$ cat config.mk
export PLATFORM = sky130hd
export DESIGN_NAME = fetch_queue_flat
export DESIGN_NICKNAME = d
export VERILOG_FILES = /design/src/rtl/fetch_queue_pkg.sv /design/src/rtl/fetch_queue_if.sv /design/src/rtl/fetch_queue_fifo.sv /design/src/rtl/fetch_queue.sv /design/src/flat_wrapper.sv
export SDC_FILE = /design/constraint.sdc
export NUM_CORES = 1
export LEC_CHECK = 0
export CORE_UTILIZATION = 40
export CTS_CLUSTER_SIZE = 30
export DETAILED_ROUTE_END_ITERATION = 6
export PLACE_DENSITY = 0.67
export SLEW_MARGIN = 20
export SYNTH_ARGS = -nofsm -noshare
export SYNTH_HDL_FRONTEND = slang
export SYNTH_SLANG_ARGS = --single-unit
$ cat constraint.sdc
create_clock -name clk -period 9.4 [get_ports clk]
set_input_delay 1.88 -clock clk [delete_from_list [all_inputs] [get_ports clk]]
set_output_delay 1.88 -clock clk [all_outputs]
set_load 0.01 [all_outputs]
$ cat src/rtl/fetch_queue_pkg.sv
// rtl/fetch_queue_pkg.sv - shared defaults and types for the instruction fetch queue
//
// Purpose: default DEPTH / RESET_PC, instruction word width, NOP word and the
//          queue entry layout shared by fetch_queue, fetch_fifo and fetch_queue_if.
// Ports:   none (package).
package fetch_queue_pkg;

  localparam int                FQ_DEPTH    = 4;
  localparam logic [31:0]       FQ_RESET_PC = 32'h0000_0000;
  localparam int                INSTR_W     = 32;
  // MIPS "sll $0,$0,0"; also what IF/ID sees while the queue is empty.
  localparam logic [INSTR_W-1:0] NOP_WORD   = '0;

  typedef struct packed {
    logic [INSTR_W-1:0] instr;
    logic [31:0]        pc;
  } fq_entry_t;

endpackage

$ cat src/rtl/fetch_queue_if.sv
// rtl/fetch_queue_if.sv - instruction memory request/response channel
//
// Purpose: pipelined word-read channel between the fetch stage and instruction memory.
// Ports:   req_valid/req_ready/req_addr  request handshake (fetch -> memory)
//          rsp_valid/rsp_data            in-order read data, one pulse per accepted request
// Modports: master = fetch stage, slave = instruction memory.
interface fetch_queue_if;
  import fetch_queue_pkg::*;

  logic               req_valid;
  logic               req_ready;
  logic [31:0]        req_addr;
  logic               rsp_valid;
  logic [INSTR_W-1:0] rsp_data;

  modport master (
    output req_valid, req_addr,
    input  req_ready, rsp_valid, rsp_data
  );

  modport slave (
    input  req_valid, req_addr,
    output req_ready, rsp_valid, rsp_data
  );

endinterface

$ cat src/rtl/fetch_queue_fifo.sv
// rtl/fetch_queue_fifo.sv - synchronous FIFO holding fetched {instr, pc} entries
//
// Purpose: DEPTH-entry FIFO (DEPTH a power of two) with push, pop, flush, count and
//          head outputs. Flush dominates push; pop of an empty FIFO is ignored; push
//          while full is accepted only together with a pop.
// Ports:   clk, rst (async active-low), flush, push, push_data, pop,
//          head (entry at read pointer), count (0..DEPTH), empty.
module fetch_fifo
  import fetch_queue_pkg::*;
#(
  parameter  int DEPTH = FQ_DEPTH,
  localparam int PW    = $clog2(DEPTH),
  localparam int CW    = PW + 1
) (
  input  logic          clk,
  input  logic          rst,
  input  logic          flush,
  input  logic          push,
  input  fq_entry_t     push_data,
  input  logic          pop,
  output fq_entry_t     head,
  output logic [CW-1:0] count,
  output logic          empty
);

  fq_entry_t       store [DEPTH];
  logic [PW-1:0]   rd_ptr;
  logic [PW-1:0]   wr_ptr;
  logic            do_push;
  logic            do_pop;

  assign empty   = (count == '0);
  assign do_pop  = pop && !empty;
  assign do_push = push && ((count != CW'(DEPTH)) || do_pop);
  assign head    = store[rd_ptr];

  always_ff @(posedge clk or negedge rst) begin
    if (!rst) begin
      rd_ptr <= '0;
      wr_ptr <= '0;
      count  <= '0;
    end else if (flush) begin
      rd_ptr <= '0;
      wr_ptr <= '0;
      count  <= '0;
    end else begin
      if (do_push) wr_ptr <= wr_ptr + PW'(1);
      if (do_pop)  rd_ptr <= rd_ptr + PW'(1);
      count <= count + CW'(do_push) - CW'(do_pop);
    end
  end

  // Storage needs no reset: count gates every read of it.
  always_ff @(posedge clk) begin
    if (do_push && !flush) store[wr_ptr] <= push_data;
  end

endmodule

$ cat src/rtl/fetch_queue.sv
// rtl/fetch_queue.sv - MIPS instruction fetch stage with request credit and fetch queue
//
// Purpose: owns the fetch PC, issues pipelined word reads, buffers returned words and
//          presents one {instr, pc+4} per cycle to IF/ID. A redirect flushes the queue
//          and discards responses still in flight.
// Params:  DEPTH (queue entries and credit limit, power of two 2..16), RESET_PC.
// Ports:   clk, rst (async active-low)
//          redirect, redirect_pc  restart fetch at redirect_pc (low two bits ignored)
//          stall                  decode does not take an instruction this cycle
//          mem                    instruction memory channel (fetch_queue_if.master)
//          out_valid, out_instr, out_pcadd  instruction and its address + 4 to IF/ID
// Config:  FETCH_QUEUE_BYPASS_EN - when defined, a response arriving into an empty queue
//          is presented combinationally in the same cycle.
module fetch_queue
  import fetch_queue_pkg::*;
#(
  parameter int          DEPTH    = FQ_DEPTH,
  parameter logic [31:0] RESET_PC = FQ_RESET_PC
) (
  input  logic               clk,
  input  logic               rst,
  input  logic               redirect,
  input  logic [31:0]        redirect_pc,
  input  logic               stall,
  fetch_queue_if.master      mem,
  output logic               out_valid,
  output logic [INSTR_W-1:0] out_instr,
  output logic [31:0]        out_pcadd
);

  localparam int CW = $clog2(DEPTH) + 1;

  logic [31:0]   fpc;
  logic [31:0]   rpc;
  logic [31:0]   redirect_addr;
  logic [CW-1:0] outstanding;
  logic [CW-1:0] outstanding_next;
  logic [CW-1:0] kill;
  logic [CW-1:0] fifo_count;
  logic [CW:0]   in_use;
  logic          run;
  logic          fifo_empty;
  logic          req_fire;
  logic          rsp_take;
  logic          rsp_keep;
  logic          bypass_pop;
  logic          push;
  logic          pop;
  fq_entry_t     head;
  fq_entry_t     push_entry;

  assign redirect_addr = redirect_pc & 32'hFFFF_FFFC;

  // Credit: in-flight plus buffered never exceeds DEPTH, so every response has a slot.
  // run holds requests off until the first cycle after reset release.
  assign in_use        = {1'b0, outstanding} + {1'b0, fifo_count};
  assign mem.req_valid = run && !redirect && (in_use < (CW+1)'(DEPTH));
  assign mem.req_addr  = fpc;
  assign req_fire      = mem.req_valid && mem.req_ready;

  // A response with nothing outstanding is a protocol error and is dropped.
  assign rsp_take = mem.rsp_valid && (outstanding != '0);
  assign rsp_keep = rsp_take && (kill == '0) && !redirect;

  assign outstanding_next = outstanding + CW'(req_fire) - CW'(rsp_take);

`ifdef FETCH_QUEUE_BYPASS_EN
  logic bypass;
  assign bypass     = fifo_empty && rsp_keep;
  assign bypass_pop = bypass && !stall;
`else
  assign bypass_pop = 1'b0;
`endif

  assign push             = rsp_keep && !bypass_pop;
  assign pop              = !fifo_empty && !stall && !redirect;
  assign push_entry.instr = mem.rsp_data;
  assign push_entry.pc    = rpc;

  fetch_fifo #(.DEPTH(DEPTH)) u_fifo (
    .clk       (clk),
    .rst       (rst),
    .flush     (redirect),
    .push      (push),
    .push_data (push_entry),
    .pop       (pop),
    .head      (head),
    .count     (fifo_count),
    .empty     (fifo_empty)
  );

  always_comb begin
    out_valid = !fifo_empty;
    out_instr = head.instr;
    out_pcadd = head.pc + 32'd4;
    if (fifo_empty) begin
      out_instr = NOP_WORD;
      out_pcadd = '0;
    end
`ifdef FETCH_QUEUE_BYPASS_EN
    if (bypass) begin
      out_valid = 1'b1;
      out_instr = mem.rsp_data;
      out_pcadd = rpc + 32'd4;
    end
`endif
  end

  always_ff @(posedge clk or negedge rst) begin
    if (!rst) begin
      run         <= 1'b0;
      fpc         <= RESET_PC;
      rpc         <= RESET_PC;
      outstanding <= '0;
      kill        <= '0;
    end else begin
      run         <= 1'b1;
      outstanding <= outstanding_next;
      if (redirect) begin
        // Everything still in flight after this cycle belongs to the old path.
        fpc  <= redirect_addr;
        rpc  <= redirect_addr;
        kill <= outstanding_next;
      end else begin
        if (req_fire)                     fpc  <= fpc + 32'd4;
        if (rsp_take && (kill != '0))     kill <= kill - CW'(1);
        if (rsp_keep)                     rpc  <= rpc + 32'd4;
      end
    end
  end

endmodule
$ cat src/flat_wrapper.sv
// flat-port wrapper written by rule: the top's interface ports become plain ports
module fetch_queue_flat import fetch_queue_pkg::*;
#(
  parameter int          DEPTH    = FQ_DEPTH,
  parameter logic [31:0] RESET_PC = FQ_RESET_PC
)
  (clk, rst, redirect, redirect_pc, stall, out_valid, out_instr, out_pcadd, mem_req_valid, mem_req_addr, mem_req_ready, mem_rsp_valid, mem_rsp_data);
  fetch_queue_if mem_i ();
  input  logic clk;
  input  logic rst;
  input  logic redirect;
  input  logic [31:0] redirect_pc;
  input  logic stall;
  output logic out_valid;
  output logic [INSTR_W-1:0] out_instr;
  output logic [31:0] out_pcadd;
  output wire logic [$bits(mem_i.req_valid)-1:0] mem_req_valid;
  output wire logic [$bits(mem_i.req_addr)-1:0] mem_req_addr;
  input wire logic [$bits(mem_i.req_ready)-1:0] mem_req_ready;
  input wire logic [$bits(mem_i.rsp_valid)-1:0] mem_rsp_valid;
  input wire logic [$bits(mem_i.rsp_data)-1:0] mem_rsp_data;
  assign mem_req_valid = mem_i.req_valid;
  assign mem_req_addr = mem_i.req_addr;
  assign mem_i.req_ready = mem_req_ready;
  assign mem_i.rsp_valid = mem_rsp_valid;
  assign mem_i.rsp_data = mem_rsp_data;
  fetch_queue #(.DEPTH(DEPTH), .RESET_PC(RESET_PC)) u_core (.clk(clk), .rst(rst), .redirect(redirect), .redirect_pc(redirect_pc), .stall(stall), .mem(mem_i), .out_valid(out_valid), .out_instr(out_instr), .out_pcadd(out_pcadd));
endmodule
* Word-level counts from Yosys, hierarchy flattened
Memories as Yosys holds them, arrays and structs flattened.
Cells that the tools add are included.
** Operators by class
- Add/subtract/negate cells :: 11
- Multiply operators :: 0
- Div/mod/pow operators :: 0
- $lt $le $gt $ge :: 1
- Eq/ne operators :: 1
- Shifts and indexed selects :: 0
- Muxes and demuxes :: 15
- Bitwise gates (word level) :: 0
- Reductions and logical operators :: 25
** Operators with widths (count)
- $mux W32 :: 6
- $add A32 B3 Y32 const B :: 3
- $logic_and A1 B1 Y1 :: 12
- $reduce_bool A2 Y1 :: 5
- $mux W3 :: 3
- $mux W2 :: 4
- $add A3 B1 Y3 :: 2
- $logic_not A3 Y1 :: 2
- $reduce_bool A3 Y1 :: 2
- $sub A3 B1 Y3 :: 2
- $add A2 B1 Y2 const B :: 2
- $add A3 B3 Y4 :: 1
- $lt A4 B3 Y1 const B :: 1
- $logic_not A1 Y1 :: 3
- $ne A3 B3 Y1 const B :: 1
- $sub A3 B1 Y3 const B :: 1
- $mux W1 :: 2
- $logic_or A1 B1 Y1 :: 1
** Word-level totals
- Bits in registers :: 78
- Latch bits :: 0
- Bits in writable memories :: 256
- Memory bits (read-only) :: 0
- Output and inout bits :: 98
- Word-level logic and storage cells :: 62
- Memories kept :: 1
** Memory list
- u_core.u_fifo.store :: words 4, bits a word 64, rd ports 1, clocked after Yosys merged registers in 0, wr ports 1, RTL line fetch_queue_fifo.sv:26 : fq_entry_t store [DEPTH];

* Depth between registers and ports, before layout
- Depth in word-level cells :: 10
- Gate-level depth with buffers :: 14

* Cells and area by module
Synthesis repeated with hierarchy kept, for this count alone.
** Unflattened totals
- Cells, all modules :: 915
- Area, all modules :: 14452.6 um2
** Modules (own cells, without submodules)
- fetch_fifo :: instances 1, cells each 378, area each 9671.8 um2
- fetch_queue :: instances 1, cells each 537, area each 4780.8 um2

* Least setup slack after synthesis
Ideal clock, no wire load.
- Path type :: in2reg
- Start :: input port mem_rsp_valid
- End :: memory u_core.u_fifo.store[0][10] in the netlist's numbering (enable)
- Library setup time :: 0.426 ns
- Arrival time :: 4.213 ns
- Setup slack :: 4.761 ns
- Stages :: 4
- Path buffers :: 0
- Cell sequence :: o31a_1 nand2_1 a311oi_1 and2_1
** Between the ends
- Word-level cells in the longest chain between the ends :: 7
** RTL lines
- from (decl) :: RTL line flat_wrapper.sv:20 : input wire logic [$bits(mem_i.rsp_valid)-1:0] mem_rsp_valid;
- $logic_and A1 B1 Y1 :: RTL line fetch_queue.sv:62 : assign rsp_take = mem.rsp_valid && (outstanding != '0);
- $logic_and A1 B1 Y1 (2 in series) :: RTL line fetch_queue.sv:63 : assign rsp_keep = rsp_take && (kill == '0) && !redirect;
- $logic_and A1 B1 Y1 :: RTL line fetch_queue_fifo.sv:34 : assign do_push = push && ((count != CW'(DEPTH)) || do_pop);
- $logic_and A1 B1 Y1 :: RTL line fetch_queue_fifo.sv:55 : if (do_push && !flush) store[wr_ptr] <= push_data;
- $mux W1 :: RTL line fetch_queue_fifo.sv:55
- $mux W1 (not written as such) :: RTL line fetch_queue_fifo.sv:55
- to (decl) :: RTL line fetch_queue_fifo.sv:26
No other way between the ends.

* Final worst setup path
- Start :: register u_core.u_fifo.rd_ptr[0]
- End :: output port out_pcadd[31]
** Between the ends
- Word-level cells in the longest chain between the ends :: 3
** RTL lines
- from (decl) :: RTL line fetch_queue_fifo.sv:27 : logic [PW-1:0] rd_ptr;
- from (signal assigned) :: RTL line fetch_queue_fifo.sv:48 : if (do_pop) rd_ptr <= rd_ptr + PW'(1);
- $mem_v2 Z4 W64
- $add A32 B3 Y32 :: RTL line fetch_queue.sv:95 : out_pcadd = head.pc + 32'd4;
- $mux W32 :: RTL line fetch_queue.sv:96 : if (fifo_empty) begin
- to (decl) :: RTL line flat_wrapper.sv:16 : output logic [31:0] out_pcadd;
No other way between the ends.

==> results.json <==
{
  "ys_warn_count": 0,
  "fin_crit_sh_pct": 68.0,
  "min_path_type": "flip-flop to flip-flop",
  "cts_tree": "built",
  "drtIter0Drc": 515,
  "worstPathArrival_ps": 4510,
  "port_buffers": 161,
  "final-hold-violation-count": 0,
  "min_period_ps": 6390,
  "antennaDiodeCount": 0,
  "rsz0062_at_grt": "no",
  "fillerInstances": 2927,
  "grt_overflow": 0,
  "grt_pass1_wl_um": 46900,
  "fmax_ghz": 0.157,
  "setup_viol": 0,
  "routed_via_density": 5.31,
  "synth_compound_area_share_pct": 3.72,
  "num_rows": 68,
  "setup_tns_ps": 0,
  "synth.mux.area_fraction_pct": 11.2,
  "cts_setup_buffers": 0,
  "die_h_um": 190,
  "io_pins": 168,
  "insertion_delay_ps": 500,
  "ys_types": 48,
  "drt_pass1_iterations": 5,
  "synth_top_cell_by_area": "edfxtp_1",
  "syn_area_per_cell_um2": 15.3,
  "initial_utilization_pct": 40.9,
  "dp_hpwl_um": 18400,
  "power_density_nw_per_um2": 250,
  "cts.sinks": 322,
  "holdBufCountCts": 0,
  "swShare_pct": 28.2,
  "area_growth_pct": 21.8,
  "antenna_left": 0,
  "critPathKind": "flip-flop to output pin",
  "path_max_fanout": 34,
  "status": "finished clean",
  "vias": 8369,
  "netlist_instances": 930,
  "grt_use_total_pct": 16.6,
  "p_seq_share_pct": 40.6,
  "core_area_um2": 34700,
  "worstPathRequired_ps": 7520,
  "clockBufferDepth": 3,
  "synth_top_family_by_area": "multiplexers",
  "synth-edff-count": 248,
  "p_sw_mw": 1.22,
  "die_x_um": 190,
  "final_cells": 1575,
  "ys.flop_type": "edfxtp_1",
  "nets": 1184,
  "grt_pass1_vias": 8504,
  "synth.most_common_cell": "edfxtp_1",
  "dpl_cell_area_um2": 16200,
  "post_cts_resized": 0,
  "critPathLaunchType": "flip-flop",
  "yosys-top-cells-count": "edfxtp_1 (248), dfrtp_1 (74), nand2_1 (73), nor2_1 (57)",
  "finClkSkew_ps": 22.6,
  "htreeDepth": 2,
  "p_int_mw": 3.10,
  "slew-limit-headroom_pct": 34.2,
  "vdd.ir_drop.worst_uv": 141,
  "synthAdderAreaFrac_pct": 1.60,
  "drive_gt1_share_pct": 11.3,
  "place.gp.congestion": 0.832,
  "layout_setup_ws_ps": 3010,
  "slew_violations": 0,
  "worst_slew_pin_slew_ps": 984,
  "yosysSeqAreaShare_pct": 65.5,
  "synth-seq-cells": 322,
  "post-place-cells": 1516,
  "grt_start_max_net_pins": 75,
  "cts_root_buf": "clkbuf_16",
  "drc": 0,
  "maxCapViolCount": 0,
  "clockPowerShare_pct": 30.9,
  "yosys.area_share.simple_pct": 10.8,
  "dieArea_um2": 36200,
  "combinationalPowerShare_pct": 28.5,
  "clk_pin_slew_ps": 60,
  "wirelength_um": 29400,
  "synth_area_um2": 14200,
  "antenna_found_initial": 0,
  "yosys.area_share.xor_xnor_pct": 4.38,
  "end_kind": "output pin",
  "avgRoutedWirePerCell_um": 18.7,
  "dp_slack_ps": 3400,
  "synth_top_area_share_pct": 52.5,
  "synthArstFlopShare_pct": 23.0,
  "p_leak_nw": 5.86,
  "numCtsBuffers": 34,
  "synthTopCellsByArea": "edfxtp_1 (52%), dfrtp_1 (13%), mux4_2 (6.3%)",
  "final_cell_area_um2": 17300
}
## layout by cell type (no fill, tap or decap), types with 17 or more instances in the layout
master	instances
edfxtp_1	248
clkdlybuf4s50_1	159
nand2_1	73
dfrtp_1	72
nor2_1	57
xor2_1	49
and2_1	45
o21ai_0	45
mux4_2	40
nand3_1	38
clkbuf_16	35
nand4_1	27
xnor2_1	22
mux4_1	22
inv_1	21
and3_1	17
## area by class of cell
type                            instances  area [um^2]  area share [%]
Tap cell                              455          569            3.29
Timing Repair Buffer                  171         1680            9.70
Inverter                               22         82.6           0.478
Clock inverter                         14          174            1.01
Sequential cell                       322         9300            53.8
Multi-Input combinational cell        546         4530            26.2
Clock buffer                           45          953            5.51
## layer usage
layer / track usage, % / share of wire, % / vias to the layer above
li1: - / - / 3872
met1: 23.6 / 46 / 4158
met2: 26.5 / 46 / 304
met3: 2.87 / 6.1 / 35
met4: 4.06 / 1.4 / 0
met5: 0 / 0 / -
## state kept, by name (all words and copies together), names as in the netlist
| name | cells |
|---|---|
| u_core.u_fifo.store | 248 |
| u_core.mem.req_addr | 30 |
| u_core.rpc | 30 |
| u_core.kill | 3 |
| u_core.outstanding | 3 |
| u_core.u_fifo.count | 3 |
| u_core.u_fifo.rd_ptr | 2 |
| u_core.u_fifo.wr_ptr | 2 |
| u_core.run | 1 |
## worst paths after layout
check / start / end / slack, ps / cells after the start
max in group asynchronous: rst / u_core.u_fifo.rd_ptr[0] / 7030 / 2
min in group asynchronous: rst / u_core.mem.req_addr[25] / 1590 / 2
hold reg to reg: u_core.kill[1] / u_core.kill[1] / 540 / 2
hold / removal: u_core.kill[1] / u_core.kill[1] / 540 / 2
setup / recovery: u_core.u_fifo.rd_ptr[0] / out_pcadd[31] / 3010 / 8
setup reg to reg: u_core.kill[0] / u_core.u_fifo.count[2] / 6160 / 14
## worst max-delay path, stage by stage, from the launching register on
cell and delay (ps):
dfrtp_4 840, buf_4 630, mux4_1 440, nand4_2 190
nor3_2 750, nand4_1 220, xor2_1 180, nor2_1 100
clkdlybuf4s50_1 630
## through the flow
step / util (%) / power, mW / hold WS [ps]
floorplan: - / 2.49 / 495
global placement: 46.6 / 3.03 / 530
detailed placement: 46.6 / 3.04 / 535
CTS: 49.8 / 4.39 / 553
global route: 49.8 / 4.56 / 587
finish: 49.8 / 4.33 / 541
## power groups by stage
stage | logic, mW | clock network, mW | registers (mW)
final | 1.23 | 1.34 | 1.76
after CTS | 1.26 | 1.38 | 1.76
after detailed placement | 1.26 | 0 | 1.78
after floorplan | 0.760 | 0 | 1.73
after global routing | 1.35 | 1.43 | 1.77
after global placement | 1.25 | 0 | 1.78
## logic make-up (layout without fill, tap and decap cells)
kind of cell / after synthesis / count (layout)
compound gates: 87 / 87
xor+xnor: 71 / 71
fa+ha+maj: 17 / 17
buf+inv: 65 / 252
flops: 322 / 322
mux: 72 / 72
other cells: 2 / 5
simple gates: 294 / 294
(Power assumes the default switching activity.)
